`config.mk`:
```
export PLATFORM = sky130hd
export DESIGN_NAME = fifo_ctrl_flat
export DESIGN_NICKNAME = d
export VERILOG_FILES = /design/src/rtl/fifo_ctrl_pkg.sv /design/src/rtl/fifo_ctrl_if.sv /design/src/rtl/fifo_ptr.sv /design/src/rtl/fifo_ctrl.sv /design/src/flat_wrapper.sv
export SDC_FILE = /design/constraint.sdc
export NUM_CORES = 1
export LEC_CHECK = 0
export CAP_MARGIN = 5
export CORE_MARGIN = 4
export CORE_UTILIZATION = 31
export CTS_BUF_LIST = sky130_fd_sc_hd__clkbuf_16
export CTS_CLUSTER_SIZE = 10
export DETAILED_ROUTE_END_ITERATION = 16
export PLACE_DENSITY = 0.91
export SLEW_MARGIN = 20
export SYNTH_ARGS = -nofsm -noshare
export SYNTH_HDL_FRONTEND = slang
export SYNTH_HIERARCHICAL = 1
export SYNTH_SLANG_ARGS = --single-unit
```
`constraint.sdc`:
```
create_clock -name clk -period 4.6 [get_ports clk]
set_clock_uncertainty 0.15 [all_clocks]
set_input_delay 1.38 -clock clk [delete_from_list [all_inputs] [get_ports clk]]
set_output_delay 1.38 -clock clk [all_outputs]
set_load 0.1 [all_outputs]
```
`src/rtl/fifo_ctrl_pkg.sv`:
```
// Constants shared by the FIFO controller, the register file and neighbouring datapath blocks.
package fifo_ctrl_pkg;

   localparam int unsigned RF_ADDR_W = 5;
   localparam int unsigned RF_DATA_W = 32;

   typedef logic [RF_ADDR_W-1:0] rf_addr_t;

endpackage

```
`src/rtl/fifo_ctrl_if.sv`:
```
// Producer/consumer handshake of the FIFO controller; the FIFO sits on the slave modport.
interface fifo_ctrl_if
   import fifo_ctrl_pkg::*;
#(
   parameter int unsigned WIDTH = RF_DATA_W
);

   logic             in_valid;
   logic             in_ready;
   logic [WIDTH-1:0] in_data;
   logic             out_valid;
   logic             out_ready;
   logic [WIDTH-1:0] out_data;

   modport master (
      output in_valid, in_data, out_ready,
      input  in_ready, out_valid, out_data
   );

   modport slave (
      input  in_valid, in_data, out_ready,
      output in_ready, out_valid, out_data
   );

endinterface

```
`src/rtl/fifo_ptr.sv`:
```
// Wrapping FIFO pointer: clears on reset or clr, otherwise advances by one on inc.
module fifo_ptr #(
   parameter int unsigned PTR_W = 5
) (
   input  logic             clk,
   input  logic             rstn,
   input  logic             clr,
   input  logic             inc,
   output logic [PTR_W-1:0] ptr
);

   logic [PTR_W-1:0] ptr_d, ptr_q;

   // Natural overflow of the PTR_W-bit add gives the wrap to zero.
   always_comb begin
      ptr_d = ptr_q;
      if (clr) begin
         ptr_d = '0;
      end else if (inc) begin
         ptr_d = ptr_q + PTR_W'(1);
      end
   end

   always_ff @(posedge clk) begin
      if (!rstn) begin
         ptr_q <= '0;
      end else begin
         ptr_q <= ptr_d;
      end
   end

   assign ptr = ptr_q;

endmodule

```
`src/rtl/fifo_ctrl.sv`:
```
// FIFO controller around an external asynchronous-read register file (show-ahead head).
// Optional almost_full/almost_empty flags are built when FIFO_CTRL_ALMOST_FLAGS_EN is defined.
module fifo_ctrl
   import fifo_ctrl_pkg::*;
#(
   parameter int unsigned DEPTH_LOG2 = 5,
   parameter int unsigned WIDTH      = RF_DATA_W
`ifdef FIFO_CTRL_ALMOST_FLAGS_EN
   ,
   parameter int unsigned AF_TH      = 2**DEPTH_LOG2 - 2,
   parameter int unsigned AE_TH      = 2
`endif
) (
   input  logic                clk,
   input  logic                rstn,
   input  logic                flush,
   fifo_ctrl_if.slave          io,
   output logic                rf_we,
   output rf_addr_t            rf_wa,
   output logic [WIDTH-1:0]    rf_wd,
   output rf_addr_t            rf_ra,
   input  logic [WIDTH-1:0]    rf_rd,
   output logic [DEPTH_LOG2:0] count,
   output logic                full,
   output logic                empty
`ifdef FIFO_CTRL_ALMOST_FLAGS_EN
   ,
   output logic                almost_full,
   output logic                almost_empty
`endif
);

   localparam int unsigned      CNT_W   = DEPTH_LOG2 + 1;
   localparam logic [CNT_W-1:0] ENTRIES = CNT_W'(2**DEPTH_LOG2);

   logic [CNT_W-1:0]      count_d, count_q;
   logic [DEPTH_LOG2-1:0] wr_ptr, rd_ptr;
   logic                  push, pop;

   assign full          = (count_q == ENTRIES);
   assign empty         = (count_q == '0);
   assign io.in_ready   = !full;
   assign io.out_valid  = !empty;

   // Flush and reset both block the write so nothing lands in the register file that cycle.
   assign push = io.in_valid & io.in_ready & !flush & rstn;
   assign pop  = io.out_valid & io.out_ready;

   assign rf_we       = push;
   assign rf_wa       = RF_ADDR_W'(wr_ptr);
   assign rf_wd       = io.in_data;
   assign rf_ra       = RF_ADDR_W'(rd_ptr);
   assign io.out_data = rf_rd;

   fifo_ptr #(
      .PTR_W (DEPTH_LOG2)
   ) u_wr_ptr (
      .clk  (clk),
      .rstn (rstn),
      .clr  (flush),
      .inc  (push),
      .ptr  (wr_ptr)
   );

   fifo_ptr #(
      .PTR_W (DEPTH_LOG2)
   ) u_rd_ptr (
      .clk  (clk),
      .rstn (rstn),
      .clr  (flush),
      .inc  (pop),
      .ptr  (rd_ptr)
   );

   always_comb begin
      count_d = count_q;
      if (flush) begin
         count_d = '0;
      end else if (push && !pop) begin
         count_d = count_q + CNT_W'(1);
      end else if (pop && !push) begin
         count_d = count_q - CNT_W'(1);
      end
   end

   always_ff @(posedge clk) begin
      if (!rstn) begin
         count_q <= '0;
      end else begin
         count_q <= count_d;
      end
   end

   assign count = count_q;

`ifdef FIFO_CTRL_ALMOST_FLAGS_EN
   logic almost_full_q, almost_empty_q;

   // Derived from count_d so the flags move on the same edge as count.
   always_ff @(posedge clk) begin
      if (!rstn) begin
         almost_full_q  <= 1'b0;
         almost_empty_q <= 1'b1;
      end else begin
         almost_full_q  <= (32'(count_d) >= AF_TH);
         almost_empty_q <= (32'(count_d) <= AE_TH);
      end
   end

   assign almost_full  = almost_full_q;
   assign almost_empty = almost_empty_q;
`endif

endmodule

```
`src/flat_wrapper.sv`:
```
// flat-port wrapper written by rule: the top's interface ports become plain ports
module fifo_ctrl_flat import fifo_ctrl_pkg::*;
#(
   parameter int unsigned DEPTH_LOG2 = 5,
   parameter int unsigned WIDTH      = RF_DATA_W

)
  (clk, rstn, flush, rf_we, rf_wa, rf_wd, rf_ra, rf_rd, count, full, empty, io_in_valid, io_in_data, io_out_ready, io_in_ready, io_out_valid, io_out_data);
  fifo_ctrl_if #(.WIDTH(WIDTH)) io_i ();
  input  logic clk;
  input  logic rstn;
  input  logic flush;
  output logic rf_we;
  output rf_addr_t rf_wa;
  output logic [WIDTH-1:0] rf_wd;
  output rf_addr_t rf_ra;
  input  logic [WIDTH-1:0] rf_rd;
  output logic [DEPTH_LOG2:0] count;
  output logic full;
  output logic empty;
  input wire logic [$bits(io_i.in_valid)-1:0] io_in_valid;
  input wire logic [$bits(io_i.in_data)-1:0] io_in_data;
  input wire logic [$bits(io_i.out_ready)-1:0] io_out_ready;
  output wire logic [$bits(io_i.in_ready)-1:0] io_in_ready;
  output wire logic [$bits(io_i.out_valid)-1:0] io_out_valid;
  output wire logic [$bits(io_i.out_data)-1:0] io_out_data;
  assign io_i.in_valid = io_in_valid;
  assign io_i.in_data = io_in_data;
  assign io_i.out_ready = io_out_ready;
  assign io_in_ready = io_i.in_ready;
  assign io_out_valid = io_i.out_valid;
  assign io_out_data = io_i.out_data;
  fifo_ctrl #(.DEPTH_LOG2(DEPTH_LOG2), .WIDTH(WIDTH)) u_core (.clk(clk), .rstn(rstn), .flush(flush), .io(io_i), .rf_we(rf_we), .rf_wa(rf_wa), .rf_wd(rf_wd), .rf_ra(rf_ra), .rf_rd(rf_rd), .count(count), .full(full), .empty(empty));
endmodule
```
==> reports/metrics.csv <==
metric,value,unit
Leak Pwr,0.5400,nW
gp weighted congestion,0.7675,
total power,670.8,µW
chip width,76.10,µm
Placed Cells,180,
CTS resizes,0,
clock transition at the registers of the reported paths,50,ps
clk_lat worst skew,240,ps
final wirelength,2731,µm
hold buffer count at CTS,0,
Via density,4.934,
CTS buffer count,3,
synth warn,6,
Synth Area in Compound Gates,7.398,%
Max clock buf depth,2,
mean routed wirelength per cell,14.92,µm
antenna violations before repair,0,
WP data required,3070,ps
via count,903,
Residual DRC,0,
XOR/XNOR Fraction of Synth Area,3.046,%
TritonCTS clock tree,yes,
IO Port Bufs,25,
H-tree depth,1,
Max VDD drop,238.7,µV
minimum clock period,3978,ps
"Core Util, Final",30.56,%
sequential area share after synthesis,22.28,%
WP data arrival,2450,ps
maxcap violations,0,
first-pass GRT wire length,4271,µm
syn nets,246,
count of final setup violators,0,
Int Power,357.3,µW
final hold vios,0,
gr ovfl total,0,
largest net degree at the start of global routing,15,
"critical path fanouts, max",8,
clock share of power,24.4,%
share of cells above drive strength 1,10.69,%
Pins Over Slew Limit,0,
Clock Sinks,16,
1st-pass router iterations,4,
gr usage total,8.807,%
num rows,24,
dpl hpwl,2143,µm
Layout area overhead,-6.180,%
worst-margin pin slew,996.9,ps
Final TNS setup,0,ps
non-filler instance count after layout,183,
area of the core,4414,µm²
die height,76.10,µm
Yosys reg bits,16,
syn_area_per_cell,8.507,µm²
Post-synth EDFFs,0,
pwr dens,497.3,nW/µm²
Hold Path Class,register to register,
WS Path Type,input port to output port,
fraction of registers with async set/reset,0,%
hold slack final,361.3,ps
Initial Utilization,32.57,%
postcts setup bufs,0,
Final Cycle Share,86.49,%
vias in the first global route,915,
Synth Area in Simple Gates,18.28,%
top_reg_cell synth,dfxtp_1,
element type at the critical path start,input port,
count of different cell masters after synthesis,35,
outcome,"finished, final reports clean",
Synth Area in Adders,7.485,%
Die ar.,5791,µm²
Comb pwr share,51.6,%
post-route ant nets,0,
initial drt markers,36,
largest family of logic cells by synthesized area,buffers and inverters,
fin nets,210,
ant diodes,0,
# IOs,154,
sw frac,46.73,%
power share of the sequential group,24.0,%
root buf cell,clkbuf_16,
slew margin rel.,33.33,%
Cells after Synth,169,
Mapped Area,1438,µm²
CP Capture Type,output port,
Achievable Freq,0.2514,GHz
RSZ-0062 raised after global routing,no,
post-synthesis mux area share,5.570,%
Psw,313.5,µW
-- path summary, 6_finish.rpt --
path                          startpoint                endpoint  cells after the start  slack [ps]
setup / recovery                   flush                   rf_we                      3         620
hold / removal    u_core/u_wr_ptr/ptr[4]  u_core/u_wr_ptr/ptr[4]                      2         360
setup reg to reg         u_core/count[1]         u_core/count[5]                     11        1270
hold reg to reg   u_core/u_wr_ptr/ptr[4]  u_core/u_wr_ptr/ptr[4]                      2         360
-- flip-flops by register name (all words and copies together), names as in the netlist --
name	cells
u_core/count	6
u_core/u_rd_ptr/ptr	5
u_core/u_wr_ptr/ptr	5
-- per-layer routing --
metal  wire length (µm)  up-vias  GRT usage (%)
met4                 75        0          5.070
met2               1336       40          15.75
met3                333       12          4.019
li1                   -      432              -
met1                987      419          8.125
met5                  0        -              0
-- cells in the final DEF (no fill, tap or decap), types with 2 or more instances in the layout --
master           count
or2b_1               2
nor3b_1              2
dfxtp_1             16
nor2_1              12
ha_1                 7
nand4_1              4
or3b_1               4
a21bo_1              2
o21ai_0              3
xor2_1               2
a21oi_1              5
nand2_1              5
xnor2_1              3
a211oi_1             2
mux2i_1              8
clkdlybuf4s50_1     21
inv_1                4
buf_4                5
clkbuf_16            3
nand3b_1             6
-- power by group through the flow --
stage	Combinational, mW	Sequential (mW)	Clock, mW
floorplan	0.480	0.225	0
global placement	0.342	0.163	0
detailed placement	0.347	0.164	0
CTS	0.348	0.162	0.169
global route	0.365	0.163	0.175
finish	0.346	0.161	0.163
-- critical path: stages --
cell and delay [ps]:
clkdlybuf4s50_1 420, and4b_2 430, buf_12 210
-- cells in the mapped netlist, types with 2 or more instances --
master / number / share of area, %
buf_4: 64 / 33
dfxtp_1: 16 / 22
nor2_1: 12 / 3.1
mux2i_1: 8 / 5.6
ha_1: 7 / 6.1
nand3b_1: 6 / 3.1
a21oi_1: 5 / 1.7
nand2_1: 5 / 1.3
inv_1: 4 / 1.0
nand4_1: 4 / 1.7
or3b_1: 4 / 2.4
o21ai_0: 3 / 1.0
xnor2_1: 3 / 1.8
a211oi_1: 2 / 1.0
a21bo_1: 2 / 1.4
buf_2: 2 / 0.70
nor3b_1: 2 / 1.0
or2b_1: 2 / 1.0
xor2_1: 2 / 1.2
-- cells by family after synthesis --
family | after synthesis
AOI/OAI and AO/OA | 16
buffers and inverters | 73
adders and majority gates | 8
and+or+nand+nor | 43
DFF | 16
xor gates and xnor gates | 5
muxes | 8
-- through the flow --
step           instance area, µm²  setup slack (ps)
6_report                     1349             621.5
5_1_grt                      1349             575.9
3_3_place_gp                 1274             612.0
3_5_place_dp                 1274             544.9
2_1_floorplan                1439             120.7
4_1_cts                      1349             619.3
-- area by class of cell --
class	instances	area, µm²
inverter	5	18.77
clock buffer	3	75.07
fill	451	3065
tap	52	65.06
sequential	16	320.3
multi-input combinational	80	601.8
timing repair buffer	27	267.8
No activity file was read; power rests on OpenSTA's default activity.
